--- src/rtl/obstacle_pool.sv ---
// ============================================================================
// obstacle_pool : obstacle record pool with spawn gap and speed ramp
// Revision      : 1.0
// ============================================================================
`default_nettype none

module obstacle_pool #(
    parameter int SLOTS         = 4,
    parameter int XW            = 10,
    parameter int YW            = 9,
    parameter int WW            = 6,
    parameter int HW            = 6,
    parameter int SCREEN_W      = 640,
    parameter int RANDW         = 8,
    parameter int SPAWN_BITS    = 4,
    parameter int MIN_GAP       = 40,
    parameter int SPEED_INIT    = 2,
    parameter int SPEED_MAX     = 8,
    parameter int RAMP_FRAMES   = 512,
    parameter int FLY_MIN_SPEED = 4,
    parameter int GROUND_Y      = 400,
    parameter int GROUND_W      = 20,
    parameter int GROUND_H      = 40,
    parameter int FLY_Y         = 340,
    parameter int FLY_W         = 30,
    parameter int FLY_H         = 20
) (
    input  logic                  clk3,
    input  logic                  reset,
    input  logic                  clear,
    input  logic                  pause,
    input  logic                  start,
    input  logic [RANDW-1:0]      rand_in,
    output logic [SLOTS-1:0]      obj_valid,
    output logic [SLOTS-1:0]      obj_kind,
    output logic [SLOTS*XW-1:0]   obj_x,
    output logic [SLOTS*YW-1:0]   obj_y,
    output logic [SLOTS*WW-1:0]   obj_w,
    output logic [SLOTS*HW-1:0]   obj_h,
    output logic [3:0]            speed,
    output logic                  pool_full,
    output logic                  spawn_pulse,
    output logic [15:0]           passed_count
);

    localparam int c_RW = (RAMP_FRAMES > 1) ? $clog2(RAMP_FRAMES) : 1;
    localparam int c_CW = (MIN_GAP > 1) ? $clog2(MIN_GAP) : 1;

    localparam logic [c_RW-1:0] c_RAMP_LAST  = c_RW'(RAMP_FRAMES - 1);
    localparam logic [c_CW-1:0] c_GAP_LOAD   = c_CW'(MIN_GAP - 1);
    localparam logic [3:0]      c_SPEED_INIT = 4'(SPEED_INIT);
    localparam logic [3:0]      c_SPEED_MAX  = 4'(SPEED_MAX);
    localparam logic [3:0]      c_FLY_MIN    = 4'(FLY_MIN_SPEED);
    localparam logic [XW-1:0]   c_SCREEN_W   = XW'(SCREEN_W);
    localparam logic [YW-1:0]   c_GROUND_Y   = YW'(GROUND_Y);
    localparam logic [WW-1:0]   c_GROUND_W   = WW'(GROUND_W);
    localparam logic [HW-1:0]   c_GROUND_H   = HW'(GROUND_H);
    localparam logic [YW-1:0]   c_FLY_Y      = YW'(FLY_Y);
    localparam logic [WW-1:0]   c_FLY_W      = WW'(FLY_W);
    localparam logic [HW-1:0]   c_FLY_H      = HW'(FLY_H);

    logic              w_run;
    logic [SLOTS-1:0]  w_free;
    logic [SLOTS-1:0]  w_grant;
    logic [SLOTS-1:0]  w_despawn;
    logic              w_spawn;
    logic              w_fly;
    logic [XW-1:0]     w_speed_x;
    logic [4:0]        w_dcount;
    logic [16:0]       w_passed_sum;

    logic [3:0]        r_speed;
    logic [c_RW-1:0]   r_ramp;
    logic [c_CW-1:0]   r_cool;
    logic [15:0]       r_passed;
    logic              r_pulse;

    assign w_run     = start & ~pause & ~clear;
    assign w_free    = ~obj_valid;
    // Isolate the lowest set bit: only the lowest-index free slot may spawn.
    assign w_grant   = w_free & (~w_free + SLOTS'(1));
    assign w_spawn   = w_run && (r_cool == '0) && (rand_in[SPAWN_BITS-1:0] == '0) && (|w_free);
    assign w_fly     = rand_in[RANDW-1] && (r_speed >= c_FLY_MIN);
    assign w_speed_x = XW'(r_speed);

    always_comb begin
        w_dcount = '0;
        for (int i = 0; i < SLOTS; i++) begin
            w_dcount = w_dcount + 5'(w_despawn[i]);
        end
    end

    assign w_passed_sum = {1'b0, r_passed} + 17'(w_dcount);

    genvar gi;
    generate
        for (gi = 0; gi < SLOTS; gi++) begin : g_slot
            logic          r_valid;
            logic          r_kind;
            logic [XW-1:0] r_x;
            logic [YW-1:0] r_y;
            logic [WW-1:0] r_w;
            logic [HW-1:0] r_h;

            // Compare before subtracting so x never wraps below zero.
            assign w_despawn[gi] = w_run & r_valid & (r_x <= w_speed_x);

            always_ff @(posedge clk3 or negedge reset) begin
                if (!reset) begin
                    r_valid <= 1'b0;
                    r_kind  <= 1'b0;
                    r_x     <= '0;
                    r_y     <= '0;
                    r_w     <= '0;
                    r_h     <= '0;
                end else if (clear) begin
                    r_valid <= 1'b0;
                    r_kind  <= 1'b0;
                    r_x     <= '0;
                    r_y     <= '0;
                    r_w     <= '0;
                    r_h     <= '0;
                end else if (w_run) begin
                    if (w_spawn && w_grant[gi]) begin
                        r_valid <= 1'b1;
                        r_kind  <= w_fly;
                        r_x     <= c_SCREEN_W;
                        r_y     <= w_fly ? c_FLY_Y : c_GROUND_Y;
                        r_w     <= w_fly ? c_FLY_W : c_GROUND_W;
                        r_h     <= w_fly ? c_FLY_H : c_GROUND_H;
                    end else if (w_despawn[gi]) begin
                        r_valid <= 1'b0;
                    end else if (r_valid) begin
                        r_x <= r_x - w_speed_x;
                    end
                end
            end

            assign obj_valid[gi]          = r_valid;
            assign obj_kind[gi]           = r_kind;
            assign obj_x[gi*XW +: XW]     = r_x;
            assign obj_y[gi*YW +: YW]     = r_y;
            assign obj_w[gi*WW +: WW]     = r_w;
            assign obj_h[gi*HW +: HW]     = r_h;
        end
    endgenerate

    always_ff @(posedge clk3 or negedge reset) begin
        if (!reset) begin
            r_speed  <= c_SPEED_INIT;
            r_ramp   <= '0;
            r_cool   <= '0;
            r_passed <= '0;
            r_pulse  <= 1'b0;
        end else if (clear) begin
            r_speed  <= c_SPEED_INIT;
            r_ramp   <= '0;
            r_cool   <= '0;
            r_passed <= '0;
            r_pulse  <= 1'b0;
        end else if (w_run) begin
            r_pulse  <= w_spawn;
            r_passed <= w_passed_sum[16] ? 16'hFFFF : w_passed_sum[15:0];
            if (w_spawn) begin
                r_cool <= c_GAP_LOAD;
            end else if (r_cool != '0) begin
                r_cool <= r_cool - c_CW'(1);
            end
            if (r_ramp == c_RAMP_LAST) begin
                r_ramp <= '0;
                if (r_speed < c_SPEED_MAX) begin
                    r_speed <= r_speed + 4'd1;
                end
            end else begin
                r_ramp <= r_ramp + c_RW'(1);
            end
        end else begin
            r_pulse <= 1'b0;
        end
    end

    assign speed        = r_speed;
    assign pool_full    = &obj_valid;
    assign spawn_pulse  = r_pulse;
    assign passed_count = r_passed;

endmodule

`default_nettype wire

--- config.mk ---
export PLATFORM = sky130hd
export DESIGN_NAME = obstacle_pool
export DESIGN_NICKNAME = d
export VERILOG_FILES = /design/src/rtl/obstacle_pool.sv
export SDC_FILE = /design/constraint.sdc
export NUM_CORES = 1
export LEC_CHECK = 0
export ABC_CLOCK_PERIOD_IN_PS = 5100
export CAP_MARGIN = 30
export CORE_MARGIN = 3
export CORE_UTILIZATION = 50
export CTS_BUF_LIST = sky130_fd_sc_hd__clkbuf_4 sky130_fd_sc_hd__clkbuf_8
export DETAILED_ROUTE_END_ITERATION = 8
export PLACE_DENSITY_LB_ADDON = 0.08
export SYNTH_ARGS = -nofsm -noshare
export SYNTH_HDL_FRONTEND = slang
export SYNTH_SLANG_ARGS = --single-unit
--- constraint.sdc ---
create_clock -name clk3 -period 5.1 [get_ports clk3]
set_clock_uncertainty 0.05 [all_clocks]
set_input_delay 0.51 -clock clk3 [delete_from_list [all_inputs] [get_ports clk3]]
set_output_delay 0.51 -clock clk3 [all_outputs]
set_load 0.02 [all_outputs]
# --- Word level (Yosys, flattened, before mapping) ---
# Index checks and enable logic that the tools add are counted.
op_classes:
  addsub: 12
  magnitude_cmp: 6
  eq_ne: 5
  muxes: 103
  bitwise: 15
  reduce_logical: 43
op_table:
  columns: ["op", "n"]
  rows:
  - ["two-way mux 10 bit", 20]
  - ["two-way mux 6 bit", 29]
  - ["two-way mux 9 bit", 15]
  - ["two-way mux 16 bit", 3]
  - ["<= comparator 10 x 4 -> 1 bit", 4]
  - ["subtractor 10 x 4 -> 10 bit", 4]
  - ["two-way mux 1 bit", 30]
  - ["nonzero test 3 bit", 9]
  - ["two-way mux 4 bit", 5]
  - ["AND reduction 2 bit", 9]
  - ["adder 16 x 4 -> 17 bit", 1]
  - ["AND reduction 3 bit", 5]
  - ["nonzero test 2 bit", 7]
  - ["!= test 3 x 2 -> 1 bit (second input constant)", 4]
  - ["AND 1 bit", 10]
  - ["adder 9 x 1 -> 9 bit (second input constant)", 1]
  - ["== test 9 bit (second input constant)", 1]
  - ["adder 4 x 1 -> 4 bit (second input constant)", 2]
  - ["logical AND 1 bit", 8]
  - ["two-way mux 8 bit", 1]
  - ["NOT 4 bit", 2]
  - ["logical NOT 6 bit", 1]
  - ["nonzero test 6 bit", 1]
  - ["subtractor 6 x 1 -> 6 bit (second input constant)", 1]
  - ["10 further kinds", 11]
word_totals:
  regBits: 168
  in_bits: 13
  out_inout_bits: 154
  word_cells: 213

# --- Logic depth before layout (Yosys ltp) ---
# Gate-level depths: netlist (run 1).
depth:
  ltp_word: 12
  mapped_depth: 16
  depth_no_buf: 16

# --- Least setup slack after synthesis (run 1) ---
# OpenSTA, ideal clock, no wires.
synth_path:
  path_type: "register to register"
  from: "reg r_speed[0], in the netlist speed[0]"
  to: "reg r_passed[13], in the netlist passed_count[13]"
  setup_ns: 0.141
  arrival_ns: 4.037
  t_required_ns: 4.909
  path_slack_ns: 0.872
  path_stages_with_launch: 15
  n_path_buf: 1
  period_less_slack_ns: 4.228
  cell_sequence: "dfrtp_1 > ha_1 > fa_1 > nand2b_1 > a21oi_1 > a2111o_1 > xnor2_1 > ha_1 > fa_1 > fa_1 > and3_1 > nand4_1 > or3_1 > clkbuf_1 > a31oi_1"
synth_between:
  elab_chain_len: 9
  word_cells_on_any_way: 15
  cone_classes: "4 x add/sub; 4 x order compare; 3 x mux; 4 x bitwise"
synth_lines:
  columns: ["element", "line_no", "text"]
  rows:
  - ["start, declared", "72", "logic [3:0] r_speed;"]
  - ["start signal, assigned", "150", "r_speed <= c_SPEED_INIT;"]
  - ["start signal, assigned", "156", "r_speed <= c_SPEED_INIT;"]
  - ["start signal, assigned", "172", "r_speed <= r_speed + 4'd1;"]
  - ["<= comparator 10 x 4 -> 1 bit", "106", "assign w_despawn[gi] = w_run & r_valid & (r_x <= w_speed_x);"]
  - ["AND 1 bit", "106", null]
  - ["adder 1 x 1 -> 2 bit", "89", "w_dcount = w_dcount + 5'(w_despawn[i]);"]
  - ["adder 2 x 1 -> 3 bit", "89", null]
  - ["adder 3 x 1 -> 4 bit (*)", "89", null]
  - ["adder 16 x 4 -> 17 bit (*)", "93", "assign w_passed_sum = {1'b0, r_passed} + 17'(w_dcount);"]
  - ["two-way mux 16 bit (*)", "163", "r_passed <= w_passed_sum[16] ? 16'hFFFF : w_passed_sum[15:0];"]
  - ["two-way mux 16 bit (*)", "161", "end else if (w_run) begin"]
  - ["two-way mux 16 bit (*)", "155", "end else if (clear) begin"]
  - ["end signal, assigned", "163", null]
  - ["end, declared", "75", "logic [15:0] r_passed;"]
# Mark *: on every way between the ends. The rest lies on a longest branch, timed or not. The select of a mux whose other input is x is not followed.
# A chain may end at the register's enable or synchronous reset.

# --- Worst setup path after layout (run 1) ---
layout_path:
  from: "reg r_speed[1], in the netlist speed[1]"
  to: "reg r_passed[10], in the netlist passed_count[10]"
# Same word-level chain as after synthesis.

==> results of run 1 <==
registers in the layout, summed over array words and instances, names as in the netlist:
name and flops:
r_cool 6, speed 4, passed_count 16, g_slot.r_y 10
g_slot.r_h 2, g_slot.r_x 40, spawn_pulse 1, g_slot.r_valid 4
r_ramp 9
per-stage QoR:
step / hold slack (ps) / power [mW]
6_report: 67.63 / 2.091
3_3_place_gp: 441.4 / 1.464
5_1_grt: 105.5 / 2.205
3_5_place_dp: 452.4 / 1.481
2_1_floorplan: 164.4 / 1.303
4_1_cts: 83.06 / 2.103
critical path, delay by kind of cell (launching register included):
kind            cells  cell delay, ps
flops               1             620
compound gates      2             650
buf+inv             2             430
xor+xnor            1             160
fa+ha+maj           4            1540
simple gates        4             840
how the worst min path moves through the flow:
| stage | start | to | slack (ps) |
|---|---|---|---|
| 6_report | reset | g_slot[2].r_x[8] | 70 |
| 5_1_grt | reset | g_slot[2].r_x[8] | 110 |
| 4_1_cts | reset | g_slot[2].r_x[8] | 80 |
| 3_5_place_dp | g_slot[2].r_x[8] | g_slot[2].r_x[8] | 450 |
| 3_3_place_gp | g_slot[2].r_x[0] | g_slot[2].r_x[0] | 440 |
| 2_1_floorplan | reset | g_slot[0].r_valid | 160 |
synthesized netlist by cell type, drive strengths merged, types with 3 or more instances:
cell type  number  area share
buf            95        0.12
dfrtp          91        0.38
nand2          64       0.040
nor2           59       0.037
o21ai          44       0.038
a21oi          43       0.036
inv            24       0.015
ha             22       0.046
nor3           20       0.017
xnor2          14       0.021
nand3          12       0.010
nand4          11       0.012
clkbuf         10      0.0063
nor2b          10       0.010
a21o            9       0.011
nand2b          9      0.0094
o31ai           8       0.010
or3             8      0.0084
and3            7      0.0073
nor4            7      0.0073
xor2            7       0.010
fa              6       0.020
a211oi          5      0.0063
a31oi           5      0.0052
mux2i           5      0.0084
o21a            5      0.0063
a41oi           4      0.0059
nor3b           4      0.0059
or2             4      0.0042
a2111oi         3      0.0078
a311o           3      0.0050
nand3b          3      0.0038
nor4b           3      0.0044
o211ai          3      0.0038
o31a            3      0.0044
o41ai           3      0.0044
power by group:
part	internal, mW	total [mW]	switching (mW)	leakage, nW
clock network	0.357	0.619	0.262	0.130
registers	0.788	0.859	0.0705	1.25
logic	0.266	0.613	0.347	1.74
total	1.41	2.09	0.679	3.12
kinds of logic after synthesis:
family,after synthesis,share of synthesized area
multiplexers,6,0.01027
adder cells (fa/ha/maj),28,0.06623
other,1,0.0006282
flip-flops,92,0.3859
AO/OA/AOI/OAI,159,0.1771
XOR/XNOR,21,0.03081
buffers and inverters,129,0.1371
AND/OR/NAND/NOR,231,0.1920
routing by layer:
metal / track usage / wire length (um)
met4: 0.07903 / 231
met2: 0.3573 / 7147
met3: 0.04105 / 672
met1: 0.2802 / 6244
met5: 0 / 0
final cells by class:
type                       instances  area [um^2]  area share
clock buffer                      12        158.9     0.02223
tap                              143        178.9     0.02504
inverter                          24        90.09     0.01261
timing repair buffer             138         1356      0.1898
sequential                        92         2303      0.3223
multi-input combinational        477         2964      0.4147
clock inverter                     4        95.09     0.01331
==> impl_metrics.yaml, run 1 <==
placement:
  port_buffers: 131
  place_congestion: 0.8585
  place_area_um2: 6893
  hpwl_um: 10450
  placedCellCount: 874
  place_ws_ps: 661.0
final_layout:
  nNetsFinal: 783
  layoutNonFillerInstCount: 890
  postLayoutCellArea_um2: 7147
  diodes: 0
  syn_to_final_growth_pct: 19.72
  final_cell_mix: "129 x clkdlybuf4s50_1, 91 x dfrtp_1, 64 x nand2_1"
  final_layout_size_suffix_gt1_frac: 0.04953
  utilization: 0.6180
  final_common_cell: "clkdlybuf4s50_1"
  fillerInstances: 1029
clock_tree:
  cts_max_level: 3
  cts_tree: "done"
  root_buffer: "clkbuf_8"
  clock_latency_ps: 370
  cts_setup_buffers: 0
  holdBufCountCts: 0
  cts.sinks: 92
  ctsResizeCount: 0
  cts_buffers: 9
  clockBufferDepth: 2
  clk_pin_slew_ps: 90
grt:
  grt_pass1_vias: 4723
  antenna_found_initial: 0
  grt_overflow: 0
  grt_max_degree: 52
  grt_usage: 0.2151
  grt_pass1_wl_um: 22920
worst_setup_path:
  path_cells: "inv_1 -> ha_1 -> nand4_1 -> a2111o_1 -> xnor2_1 -> ha_1 -> fa_1 -> fa_1 -> and3_1 -> nand4_1 -> or3_1 -> buf_4 -> a311oi_1"
  endpoint_kind: "flop"
  worst_path_max_delay_cell: "dfstp_2"
  worstSetupPathType: "reg2reg"
  crit_end: "passed_count[10]"
  cp_max_fo: 8
  cp.required_ps: 5280
  rr_startpoint: "speed[1]"
  crit_start: "speed[1]"
  reg2reg_to: "passed_count[10]"
  r2r_cells: 13
  r2r_slack_ps: 670
  worstPathArrival_ps: 4610
  start_kind: "flop"
  cp_slowest_stage_delay_ps: 620
timing:
  tightest_slew_ps: 857.4
  rsz0062_at_grt: "no"
  finalCriticalPeriod_ps: 4430
  max_freq_mhz: 225.7
  max-slew-margin-rel: 0.4284
  slew_viol_final: 0
  tns_ps: 0
  fin_ws_ps: 670.0
  setup_viol: 0
  final_hold_viol_count: 0
  min_period_over_period: 0.8686
min_path:
  hold_class: "in2async"
floorplan:
  ioPinCount: 167
  die_h_um: 115.3
  dieArea_um2: 13290
  core-area_um2: 11560
  fp.dieW_um: 115.3
  num_rows: 39
  start_util: 0.5162
drt:
  drt-total-wl_um: 14300
  wire_per_inst_um: 16.06
  ant_nets: 0
  dr_total_vias: 4979
  drc: 0
  dr.pass1.iters: 4
  via_per_inst: 5.594
  drt_iter0_markers: 253
power_and_ir_drop:
  peakVddDrop_mv: 0.1730
  p_leak_nw: 3.122
  powerDensity_nw_per_um2: 292.5
logic_synthesis:
  ys_warn_count: 0
  synth_area_um2: 5969
  synthDistinctLibCells: 72
  ys_ff_latch: 92
  ys_seq_area_frac: 0.3859
  syn_area_per_cell_um2: 8.950
  synthArstFlopShare: 1.000
  synth_edf_count: 0
  synth_cells: 667
  synthFlopType: "dfrtp_1"
run_status:
  status: "completed"
run:
  drv_cap: 0
Note: power is estimated with default switching activity, not from simulation.
==> run 2: changes to the inputs <==
--- a/config.mk
+++ b/config.mk
@@ -9,8 +9,9 @@
 export CAP_MARGIN = 30
 export CORE_MARGIN = 3
 export CORE_UTILIZATION = 50
-export CTS_BUF_LIST = sky130_fd_sc_hd__clkbuf_4 sky130_fd_sc_hd__clkbuf_8
+export CTS_BUF_LIST = sky130_fd_sc_hd__clkbuf_2
 export DETAILED_ROUTE_END_ITERATION = 8
+export MAX_ROUTING_LAYER = met4
 export PLACE_DENSITY_LB_ADDON = 0.08
 export SYNTH_ARGS = -nofsm -noshare
 export SYNTH_HDL_FRONTEND = slang
==> run 2 against run 1 <==
Net effect:
- via count decreased by 0.20%
- sequential power about the same
- first-iteration DRC count increased by 12%
- hold slack improved by 250 ps
- count of clock-buffer cells in the layout decreased by 2
- combinational power about the same
- die area unchanged
- critical path type unchanged
- largest cell class unchanged
==> impl_metrics.yaml, run 2 (synthesis gave the netlist of run 1 again) <==
floorplan:
  dieArea_um2: 13290
  num_rows: 39
  core-area_um2: 11560
  die_h_um: 115.3
  start_util: 0.5162
  ioPinCount: 167
  fp.dieW_um: 115.3
drt:
  wire_per_inst_um: 16.10
  dr.pass1.iters: 4
  drc: 0
  drt-total-wl_um: 14350
  dr_total_vias: 4969
  drt_iter0_markers: 284
  via_per_inst: 5.577
  ant_nets: 0
timing:
  final_hold_viol_count: 0
  finalCriticalPeriod_ps: 4424
  tns_ps: 0
  setup_viol: 0
  whs_ps: 318.9
  rsz0062_at_grt: "no"
  slew_viol_final: 0
  tightest_slew_ps: 870.0
  max_freq_mhz: 226.1
  min_period_over_period: 0.8674
  max-slew-margin-rel: 0.4200
  fin_ws_ps: 676.5
clock_tree:
  clk_pin_slew_ps: 220
  cts_max_level: 3
  cts_buffers: 9
  cts_setup_buffers: 0
  clockBufferDepth: 2
  clock_latency_ps: 610
  cts.sinks: 92
  root_buffer: "clkbuf_2"
  cts_tree: "done"
  holdBufCountCts: 1
  ctsResizeCount: 0
worst_setup_path:
  worstPathArrival_ps: 4860
  cp_max_fo: 7
  start_kind: "flop"
  worstSetupPathType: "reg2reg"
  worst_path_max_delay_cell: "dfstp_2"
  cp_slowest_stage_delay_ps: 660
  r2r_slack_ps: 680
  endpoint_kind: "flop"
  cp.required_ps: 5530
  path_cells: "inv_1 -> ha_1 -> nand4_1 -> a2111o_1 -> xnor2_1 -> ha_1 -> fa_1 -> fa_1 -> and3_1 -> nand4_1 -> or3_1 -> o41ai_1 -> a21oi_1 -> nor3_1"
grt:
  grt_pass1_vias: 4688
  use_met1: 0.2835
  grt_overflow: 0
  grtUsageMet3: 0.03526
  grt_usage: 0.2227
  busiest_layer: "met2"
  grt_max_degree: 52
  grt_pass1_wl_um: 22980
  antenna_found_initial: 0
  grt_util_met2: 0.3600
placement:
  hpwl_um: 10450
  place_ws_ps: 661.0
  port_buffers: 131
  place_congestion: 0.8722
  placedCellCount: 874
final_layout:
  largest_reg_flops: 40
  final_common_cell: "clkdlybuf4s50_1"
  largest_register: "g_slot.r_x"
  regArea_um2: 2303
  final_cell_mix: "129 x clkdlybuf4s50_1, 91 x dfrtp_1, 64 x nand2_1"
  fillerInstances: 1044
  nNetsFinal: 784
  diodes: 0
  utilization: 0.6101
  syn_to_final_growth_pct: 18.19
  layoutNonFillerInstCount: 891
  final_layout_size_suffix_gt1_frac: 0.04679
  multiInputGateArea_um2: 2964
power_and_ir_drop:
  p_leak_nw: 3.087
  peakVddDrop_mv: 0.1372
  powerDensity_nw_per_um2: 274.1
run_status:
  status: "completed"
run:
  drv_cap: 0
min_path:
  hold_class: "in2reg"
run 2: cell types whose count changed in the layout (fill, tap and decap cells not counted):
cell / before / now
clkbuf_8: 11 / 0
clkinv_1: 0 / 2
clkbuf_2: 0 / 10
dlygate4sd3_1: 0 / 1
clkbuf_4: 1 / 0
run 2: path summary, 6_finish.rpt:
check	from	to	cells past startpoint
setup / recovery	speed[1]	passed_count[9]	14
hold / removal	clear	speed[1]	4
setup reg to reg	speed[1]	passed_count[9]	14
hold reg to reg	g_slot[2].r_x[8]	g_slot[2].r_x[8]	1
max in group asynchronous	reset	r_cool[5]	3
min in group asynchronous	reset	g_slot[2].r_x[8]	2
run 2: layer usage:
| metal | share of wire | vias up |
|---|---|---|
| met2 | 0.50 | 143 |
| met4 | 0.014 | 0 |
| met1 | 0.43 | 2407 |
| met5 | 0 | - |
| met3 | 0.051 | 17 |
| li1 | - | 2402 |
run 2: stage by stage:
stage | instance area, um^2 | power (mW)
2_1_floorplan | 6086 | 1.303
6_report | 7056 | 1.934
4_1_cts | 7056 | 1.945
3_5_place_dp | 6893 | 1.481
3_3_place_gp | 6893 | 1.464
5_1_grt | 7056 | 2.047
run 2: final cells by class:
class | instances | area share
Sequential cell | 92 | 0.3265
Multi-Input combinational cell | 477 | 0.4201
Tap cell | 143 | 0.02536
Inverter | 24 | 0.01277
Clock buffer | 10 | 0.007093
Clock inverter | 6 | 0.01454
Timing Repair Buffer | 139 | 0.1937
run 2: worst max-delay path: cells and delay by family, from the launching register on:
| kind | cells | cell delay [ps] |
|---|---|---|
| AND/OR/NAND/NOR | 5 | 890 |
| buffers and inverters | 1 | 220 |
| XOR/XNOR | 1 | 160 |
| flip-flops | 1 | 660 |
| AO/OA/AOI/OAI | 3 | 790 |
| adder cells (fa/ha/maj) | 4 | 1540 |
run 2: where the power goes:
part	switching, mW	total (mW)	internal, mW	leakage (nW)
logic	0.346	0.613	0.266	1.74
registers	0.0708	0.860	0.789	1.25
clock network	0.252	0.461	0.209	0.0910
total	0.669	1.93	1.26	3.09
==> run 3: changes to the inputs <==
--- a/config.mk
+++ b/config.mk
@@ -5,13 +5,12 @@
 export SDC_FILE = /design/constraint.sdc
 export NUM_CORES = 1
 export LEC_CHECK = 0
-export ABC_CLOCK_PERIOD_IN_PS = 5100
+export ABC_CLOCK_PERIOD_IN_PS = 5500
 export CAP_MARGIN = 30
 export CORE_MARGIN = 3
-export CORE_UTILIZATION = 50
+export CORE_UTILIZATION = 54
 export CTS_BUF_LIST = sky130_fd_sc_hd__clkbuf_2
 export DETAILED_ROUTE_END_ITERATION = 8
-export MAX_ROUTING_LAYER = met4
 export PLACE_DENSITY_LB_ADDON = 0.08
 export SYNTH_ARGS = -nofsm -noshare
 export SYNTH_HDL_FRONTEND = slang
==> constraint.sdc (replaced) <==
create_clock -name clk3 -period 5.5 [get_ports clk3]
set_clock_uncertainty 0.05 [all_clocks]
set_input_delay 0.55 -clock clk3 [delete_from_list [all_inputs] [get_ports clk3]]
set_output_delay 0.55 -clock clk3 [all_outputs]
set_load 0.02 [all_outputs]
==> run 3 against run 2 <==
Net effect:
- cell count fell by 1.1%
- clock power decreased by 24%
- global-route usage rose by 1.1 points
- setup slack got worse by 48 ps
- fmax decreased by 9.2%
- utilization rose by 5.2 points
- highest routed layer unchanged
==> impl_metrics.yaml, run 3 (synthesis gave the netlist of run 1 again) <==
run_status:
  status: "completed"
power_and_ir_drop:
  p_leak_nw: 3.055
  p_total_mw: 1.714
  peakVddDrop_mv: 0.1741
  powerDensity_nw_per_um2: 245.3
final_layout:
  regArea_um2: 2303
  final_common_cell: "clkdlybuf4s50_1"
  multiInputGateArea_um2: 2967
  largest_reg_flops: 40
  nNetsFinal: 781
  final_cell_mix: "129 x clkdlybuf4s50_1, 91 x dfrtp_1, 64 x nand2_1"
  utilization: 0.6620
  diodes: 0
  syn_to_final_growth_pct: 17.06
  final_layout_size_suffix_gt1_frac: 0.04430
  fillerInstances: 903
  largest_register: "g_slot.r_x"
worst_setup_path:
  worstSetupPathType: "reg2reg"
  endpoint_kind: "flop"
  cp_max_fo: 14
  worstPathArrival_ps: 5280
  start_kind: "flop"
  cp.required_ps: 5910
  crit_start: "speed[0]"
  rr_startpoint: "speed[0]"
drt:
  drt-total-wl_um: 14590
  wire_per_inst_um: 16.56
  ant_nets: 0
  drc: 0
  via_per_inst: 5.745
  dr.pass1.iters: 5
  dr_total_vias: 5061
  drt_iter0_markers: 320
clock_tree:
  cts_buffers: 9
  cts.sinks: 92
  ctsResizeCount: 0
  root_buffer: "clkbuf_2"
  cts_max_level: 3
  clk_pin_slew_ps: 270
  cts_tree: "done"
  clock_latency_ps: 550
  clockBufferDepth: 2
grt:
  grt_max_degree: 55
  grt_usage: 0.2336
  grt_pass1_vias: 4890
  antenna_found_initial: 0
  grt_overflow: 0
  grt_pass1_wl_um: 24130
timing:
  whs_ps: 397.1
  max-slew-margin-rel: 0.4712
  tightest_slew_ps: 793.2
  setup_viol: 0
  fin_ws_ps: 628.1
  rsz0062_at_grt: "no"
  final_hold_viol_count: 0
  min_period_over_period: 0.8858
  max_freq_mhz: 205.3
  tns_ps: 0
  slew_viol_final: 0
  finalCriticalPeriod_ps: 4872
placement:
  place_congestion: 0.8715
  hpwl_um: 10710
  port_buffers: 131
  place_ws_ps: 678.5
floorplan:
  fp.dieW_um: 111.1
  num_rows: 37
  ioPinCount: 167
  dieArea_um2: 12350
  start_util: 0.5656
  core-area_um2: 10560
  die_h_um: 111.1
run:
  drv_cap: 0
min_path:
  hold_class: "in2reg"
  hold_start: "clear"
==> run 3: cell count changes in the layout (fill, tap and decap cells not counted) <==
cell and delta:
inv_6 +1, clkinv_4 +2, clkinv_2 -1, nor2b_2 +1, buf_4 -3, nor2b_1 -1, bufinv_16 -2
==> run 3: what timing repair did <==
item,4_1_cts,5_1_grt
endpoints found under the hold margin,38,0
hold buffers,1,0
setup buffers,0,0
==> run 3: power by group <==
part	internal, mW	switching [mW]	total [mW]
clock network	0.108	0.242	0.349
registers	0.732	0.0650	0.797
logic	0.244	0.323	0.568
total	1.08	0.630	1.71
==> run 3: path summary, 6_finish.rpt <==
| check | to | slack [ps] | depth (start not counted) |
|---|---|---|---|
| max | passed_count[9] | 630 | 15 |
| min | passed_count[2] | 400 | 5 |
| max reg2reg | passed_count[9] | 630 | 15 |
| min reg2reg | g_slot[2].r_x[8] | 490 | 1 |
| max in group asynchronous | g_slot[0].r_x[7] | 3890 | 3 |
| min in group asynchronous | g_slot[0].r_y[4] | 410 | 2 |
==> run 3: final cells by class <==
type / count / area share
sequential: 92 / 0.3296
timing repair buffer: 136 / 0.1923
clock inverter: 6 / 0.009132
clock buffer: 10 / 0.007162
multi-input combinational: 477 / 0.4245
tap: 136 / 0.02435
inverter: 24 / 0.01289
==> run 3: stage by stage <==
stage | instances | instance area (um^2)
2_1_floorplan | 698 | 6086
3_3_place_gp | 864 | 6864
3_5_place_dp | 864 | 6864
4_1_cts | 881 | 6988
5_1_grt | 881 | 6988
6_report | 881 | 6988
==> run 3: metal layers <==
metal / part of all wire / wire (um) / GRT usage
met3: 0.052 / 765 / 0.02893
met4: 0.012 / 180 / 0.06083
met5: 0 / 0 / 0
met2: 0.52 / 7545 / 0.4227
met1: 0.42 / 6100 / 0.2956
==> run 3: critical path: stages (launching register included) <==
cell      delay [ps]
dfrtp_1          590
ha_1             290
fa_1             410
nand2b_1         190
a21oi_1          420
a2111o_1         340
xnor2_1          150
ha_1             270
fa_1             450
fa_1             420
and3_1           240
nand4_1          140
or3_1            450
o41ai_1          160
a21oi_1          140
nor3_1            70
